[src/rtl/terminal_pkg.sv]
// Shared constants for the terminal text path: ASCII control codes, the printable
// range, default page geometry and the text-write state encoding.
package terminal_pkg;

   localparam logic [7:0] ASCII_BS  = 8'h08;
   localparam logic [7:0] ASCII_LF  = 8'h0A;
   localparam logic [7:0] ASCII_FF  = 8'h0C;
   localparam logic [7:0] ASCII_CR  = 8'h0D;

   localparam logic [7:0] PRINT_MIN = 8'h20;
   localparam logic [7:0] PRINT_MAX = 8'h7E;

   localparam int unsigned DEF_NUM_COLS = 80;
   localparam int unsigned DEF_NUM_ROWS = 30;

   typedef enum logic [0:0] {
      ST_CLEAR = 1'b0,
      ST_IDLE  = 1'b1
   } wr_state_t;

endpackage

[src/rtl/text_write_ctrl.sv]
// Text RAM write sequencer: turns received bytes into character writes, tracks the
// cursor incrementally, handles CR/LF/BS/FF and sweeps the page blank on clear.
module text_write_ctrl
   import terminal_pkg::*;
#(
   parameter int unsigned NUM_COLS   = DEF_NUM_COLS,
   parameter int unsigned NUM_ROWS   = DEF_NUM_ROWS,
   parameter int unsigned ADDR_W     = 13,
   parameter logic [7:0]  BLANK_CHAR = 8'h20,
   parameter logic [7:0]  SUBST_CHAR = 8'h2D
) (
   input  logic              clk,
   input  logic              reset_n,
   input  logic [7:0]        in_char,
   input  logic              in_valid,
   output logic              in_ready,
   output logic              wr_en,
   output logic [ADDR_W-1:0] wr_addr,
   output logic [7:0]        wr_data,
   output logic [ADDR_W-1:0] cursor_addr,
   output logic              clearing
);

   localparam int unsigned CELLS = NUM_COLS * NUM_ROWS;
   localparam int unsigned COL_W = $clog2(NUM_COLS);
   localparam int unsigned ROW_W = $clog2(NUM_ROWS + 1);

   localparam logic [ADDR_W-1:0] LAST_CELL = ADDR_W'(CELLS - 1);
   localparam logic [ADDR_W-1:0] ROW_LEN   = ADDR_W'(NUM_COLS);
   localparam logic [COL_W-1:0]  LAST_COL  = COL_W'(NUM_COLS - 1);
   localparam logic [ROW_W-1:0]  LAST_ROW  = ROW_W'(NUM_ROWS - 1);

   wr_state_t         state_q, state_d;
   logic [ADDR_W-1:0] clr_addr_q, clr_addr_d;
   logic [COL_W-1:0]  col_q, col_d;
   logic [ROW_W-1:0]  row_q, row_d;
   logic [ADDR_W-1:0] cursor_q, cursor_d;
   logic              cr_seen_q, cr_seen_d;
   logic              in_ready_q, in_ready_d;
   logic              wr_en_q, wr_en_d;
   logic [ADDR_W-1:0] wr_addr_q, wr_addr_d;
   logic [7:0]        wr_data_q, wr_data_d;

   logic              xfer;
   logic              do_adv;
   logic              do_nl;
   logic              printable;

   assign xfer      = in_valid & in_ready_q;
   assign printable = (in_char >= PRINT_MIN) && (in_char <= PRINT_MAX);

   always_ff @(posedge clk or negedge reset_n) begin
      if (!reset_n) begin
         state_q    <= ST_CLEAR;
         clr_addr_q <= '0;
         col_q      <= '0;
         row_q      <= '0;
         cursor_q   <= '0;
         cr_seen_q  <= 1'b0;
         in_ready_q <= 1'b0;
         wr_en_q    <= 1'b0;
         wr_addr_q  <= '0;
         wr_data_q  <= '0;
      end else begin
         state_q    <= state_d;
         clr_addr_q <= clr_addr_d;
         col_q      <= col_d;
         row_q      <= row_d;
         cursor_q   <= cursor_d;
         cr_seen_q  <= cr_seen_d;
         in_ready_q <= in_ready_d;
         wr_en_q    <= wr_en_d;
         wr_addr_q  <= wr_addr_d;
         wr_data_q  <= wr_data_d;
      end
   end

   always_comb begin
      state_d    = state_q;
      clr_addr_d = clr_addr_q;
      col_d      = col_q;
      row_d      = row_q;
      cursor_d   = cursor_q;
      cr_seen_d  = cr_seen_q;
      wr_en_d    = 1'b0;
      wr_addr_d  = wr_addr_q;
      wr_data_d  = wr_data_q;
      do_adv     = 1'b0;
      do_nl      = 1'b0;

      case (state_q)
         ST_CLEAR: begin
            wr_en_d   = 1'b1;
            wr_addr_d = clr_addr_q;
            wr_data_d = BLANK_CHAR;
            if (clr_addr_q == LAST_CELL) begin
               clr_addr_d = '0;
               col_d      = '0;
               row_d      = '0;
               cursor_d   = '0;
               state_d    = ST_IDLE;
            end else begin
               clr_addr_d = clr_addr_q + ADDR_W'(1);
            end
         end

         default: begin
            if (xfer) begin
               cr_seen_d = 1'b0;
               if (printable) begin
                  wr_en_d   = 1'b1;
                  wr_addr_d = cursor_q;
                  wr_data_d = in_char;
                  do_adv    = 1'b1;
               end else begin
                  case (in_char)
                     ASCII_CR: begin
                        do_nl     = 1'b1;
                        cr_seen_d = 1'b1;
                     end
                     ASCII_LF: begin
                        // LF straight after CR is the second half of a CRLF pair
                        do_nl = ~cr_seen_q;
                     end
                     ASCII_BS: begin
                        if (col_q != '0) begin
                           col_d     = col_q - COL_W'(1);
                           cursor_d  = cursor_q - ADDR_W'(1);
                           wr_en_d   = 1'b1;
                           wr_addr_d = cursor_q - ADDR_W'(1);
                           wr_data_d = BLANK_CHAR;
                        end
                     end
                     ASCII_FF: begin
                        state_d = ST_CLEAR;
                     end
                     default: begin
                        wr_en_d   = 1'b1;
                        wr_addr_d = cursor_q;
                        wr_data_d = SUBST_CHAR;
                        do_adv    = 1'b1;
                     end
                  endcase
               end

               if (do_adv) begin
                  cursor_d = cursor_q + ADDR_W'(1);
                  if (col_q == LAST_COL) begin
                     col_d = '0;
                     row_d = row_q + ROW_W'(1);
                  end else begin
                     col_d = col_q + COL_W'(1);
                  end
               end

               if (do_nl) begin
                  cursor_d = cursor_q + (ROW_LEN - ADDR_W'(col_q));
                  col_d    = '0;
                  row_d    = row_q + ROW_W'(1);
               end

               // Leaving the last row: the current write still lands, then the page is swept
               if (((do_adv && (col_q == LAST_COL)) || do_nl) && (row_q == LAST_ROW)) begin
                  state_d = ST_CLEAR;
               end
            end
         end
      endcase

      in_ready_d = (state_d == ST_IDLE);
   end

   assign in_ready    = in_ready_q;
   assign wr_en       = wr_en_q;
   assign wr_addr     = wr_addr_q;
   assign wr_data     = wr_data_q;
   assign cursor_addr = cursor_q;
   assign clearing    = (state_q == ST_CLEAR);

endmodule

[config.mk]
export PLATFORM = sky130hd
export DESIGN_NAME = text_write_ctrl
export DESIGN_NICKNAME = d
export VERILOG_FILES = /design/src/rtl/terminal_pkg.sv /design/src/rtl/text_write_ctrl.sv
export SDC_FILE = /design/constraint.sdc
export NUM_CORES = 1
export LEC_CHECK = 0
export BUFFER_PORTS_ARGS = -buffer_cell sky130_fd_sc_hd__buf_2
export CAP_MARGIN = 20
export CORE_AREA = 3 3 91 93
export DETAILED_ROUTE_END_ITERATION = 6
export DIE_AREA = 0 0 94 96
export PLACE_DENSITY = 0.85
export SYNTH_ARGS = -nofsm -noshare
export SYNTH_HDL_FRONTEND = slang
export SYNTH_SLANG_ARGS = --single-unit
[constraint.sdc]
create_clock -name clk -period 6.7 [get_ports clk]
set_input_delay 0 -clock clk [delete_from_list [all_inputs] [get_ports clk]]
set_output_delay 0 -clock clk [all_outputs]
set_load 0.005 [all_outputs]
==> results.yml <==
finish:
  multiInputGateArea_um2: 2780
  fillCellCount: 617
  nets: 602
  area_growth_pct: 11.2
  num_antenna_cells: 0
  seqCellArea_um2: 1550
  drive_gt1_share_pct: 14.3
  postLayoutCoreUtil_pct: 66.3
outcome:
  outcome: "finished, final reports clean"
route:
  wirelength_um: 12000
  firstDrtPassIters: 5
  routedWlPerCell_um: 17.8
  ant_nets: 0
  num_vias: 4297
  drt_iter0_markers: 347
  drcViolationCount: 0
  routed_via_density: 6.37
setup_path:
  cp_top_family: "compound AO/OA/AOI/OAI gates"
  startpoint_type: "flop"
  crit_path_cell_trace: "inv_1, ha_1, or3b_2, o41a_1, nor2_1, o21a_1, inv_1, a41oi_1, dlygate4sd3_1"
  crit_fanout: 30
  ff2ff_setup_slack_ns: 2.53
  crit_arrival_ns: 4.46
  critPathMaxStageDelay_ns: 0.78
  required_ns: 6.98
  path_buf_inv: 3
  r2r-end: "wr_data[5]$_DFFE_PN0P_"
  crit_type: "reg2reg"
  r2r_start: "col_q[0]$_DFFE_PN0P_"
  crit_slowest_cell: "o21a_1"
  cp_common_cell: "inv_1"
  end_kind: "flop"
  ff2ff_path_depth: 9
die:
  start_util_pct: 59.7
  core-area_um2: 7610
  ios: 48
  die_w_um: 94
  die_h_um: 96
  num_rows: 32
  fp.dieArea_um2: 9020
clock_network:
  cts_buffers: 9
  cts-root-buf: "clkbuf_8"
  postCtsSetupBuffers: 0
  cts_buffer_depth: 2
  cts_repair_resize_count: 0
  cts_tree: "built"
  clkSinkCount: 62
  ctsHoldBuffers: 5
  clk_latency_ns: 0.35
  cts.clk_slew.worst_paths_ns: 0.08
  htree_levels: 3
yosys:
  synthTopCellsByCount: "62 x dfrtp_1, 58 x nand2_1, 50 x nor2_1, 41 x o21ai_0, 22 x xnor2_1"
  yosys_register_bits: 62
  syn-num-nets: 562
  synthTopCellsByArea: "dfrtp_1 34%, ha_1 5.8%, nand2_1 4.8%, o21ai_0 4.5%, xnor2_1 4.2%"
  ys.flop_type: "dfrtp_1"
  synth.distinct_cells: 72
  synth_top_area_share_pct: 34.2
  synth-edff-count: 0
  async_reset_ff_share_pct: 100
  synth_top_cell_by_area: "dfrtp_1"
  postSynthCellCount: 529
  synth.yosys.seq_area_share_pct: 34.2
  syn_area_um2: 4540
  yosysMostFrequentCell: "dfrtp_1"
  yosysWarnings: 0
  syn_avg_cell_area_um2: 8.58
sta:
  rsz0062_at_grt: "no"
  clock_skew_ns: 0.0150
  fin_tns_setup_ns: 0
  fmax_mhz: 240
  setup_viol: 0
  worst_slew_pin_slew_ns: 0.955
  min_period_ns: 4.17
  fin_crit_sh_pct: 62.3
  holdWs_ns: 0.0628
  final_hold_viol_count: 0
  slew_headroom_pct: 36.3
  slew_viol_final: 0
grt:
  antenna_found_initial: 0
  grt_use_total_pct: 27.9
  grt_pass1_vias: 4080
  grt.overflow.total: 0
  grt_max_degree: 63
  grt_pass1_wl_um: 19800
min_path:
  min_to: "wr_data[3]$_DFFE_PN0P_"
  hold_depth: 3
  holdCritStartpoint: "in_char[3]"
  hold_class: "in2reg"
power:
  p_per_area_nw_per_um2: 299
  leakagePower_nw: 2.36
  vdd_drop_max_v: 0.000239
  power.total_mw: 1.51
job:
  cap_violations: 0
placed_design:
  gp_congestion: 0.947
  dp_hpwl_um: 8680
  numPortBuffers: 47
metrics by stage:
| step | setup WS, ns | cell area [um^2] | std cells |
|---|---|---|---|
| after global routing | 2.21 | 5050 | 675 |
| after detailed placement | 3.14 | 4790 | 655 |
| after floorplan | 3.60 | 4540 | 529 |
| after CTS | 2.59 | 5050 | 675 |
| final | 2.53 | 5050 | 675 |
| after global placement | 3.22 | 4790 | 655 |
cell families (layout without fill, tap and decap cells):
group	Yosys count	in the layout	share of synthesized area, %
AO/OA/AOI/OAI	142	142	21.4
AND/OR/NAND/NOR	210	210	23.9
XOR/XNOR	38	38	7.33
adder cells (fa/ha/maj)	22	22	6.23
flip-flops	62	62	34.2
buffers and inverters	45	89	4.63
multiplexers	10	10	2.32
metal layers:
metal / track usage, % / wire length, um / up-vias
met1: 37.1 / 5210 / 2049
li1: - / - / 2021
met5: 0 / 0 / -
met2: 46.5 / 5550 / 185
met3: 4.38 / 881 / 42
met4: 9.63 / 403 / 0
cell usage in the layout (no fill, tap or decap), drive strengths merged, types with 9 or more instances in the layout:
master	n
a211oi	9
a21o	10
a21oi	20
buf	51
clkbuf	12
dfrtp	62
ha	21
inv	18
nand2	58
nand3	17
nand4	11
nor2	51
nor3	19
o21ai	45
xnor2	22
xor2	16
flip-flops by register name, indices dropped and copies added (netlist names):
register and cells:
clr_addr_q 13, cursor_addr 13, wr_addr 13, wr_data 8, col_q 7, row_q 5, cr_seen_q 1, in_ready 1
wr_en 1
power breakdown:
group / switching [mW] / total [mW] / internal, mW
logic: 0.343 / 0.603 / 0.260
registers: 0.118 / 0.561 / 0.443
clock network: 0.148 / 0.347 / 0.200
total: 0.609 / 1.51 / 0.903
final cells by class:
type	count	share of cell area, %
tap	102	2.53
multi-input combinational	422	55.0
inverter	18	1.34
timing repair buffer	56	6.25
clock buffer	12	3.27
sequential	62	30.7
clock inverter	3	0.843
worst max-delay path by stage:
stage                                       end  cells after the start  slack, ns            startpoint
floorplan           cursor_addr[12]$_DFFE_PN0P_                     13       3.60  col_q[0]$_DFFE_PN0P_
global placement         wr_addr[2]$_DFFE_PN0P_                      9       3.22  col_q[0]$_DFFE_PN0P_
detailed placement       wr_data[5]$_DFFE_PN0P_                      8       3.14  col_q[0]$_DFFE_PN0P_
CTS                      wr_data[5]$_DFFE_PN0P_                     10       2.59  col_q[0]$_DFFE_PN0P_
global route             wr_data[5]$_DFFE_PN0P_                      9       2.21  col_q[0]$_DFFE_PN0P_
finish                   wr_data[5]$_DFFE_PN0P_                      9       2.53  col_q[0]$_DFFE_PN0P_
worst reg2reg max path, stage by stage, from the launching register on:
cell	delay, ns
dfrtp_1	0.49
inv_1	0.17
ha_1	0.20
or3b_2	0.52
o41a_1	0.41
nor2_1	0.23
o21a_1	0.78
inv_1	0.40
a41oi_1	0.32
dlygate4sd3_1	0.58
Note: power is estimated with default switching activity, not from simulation.
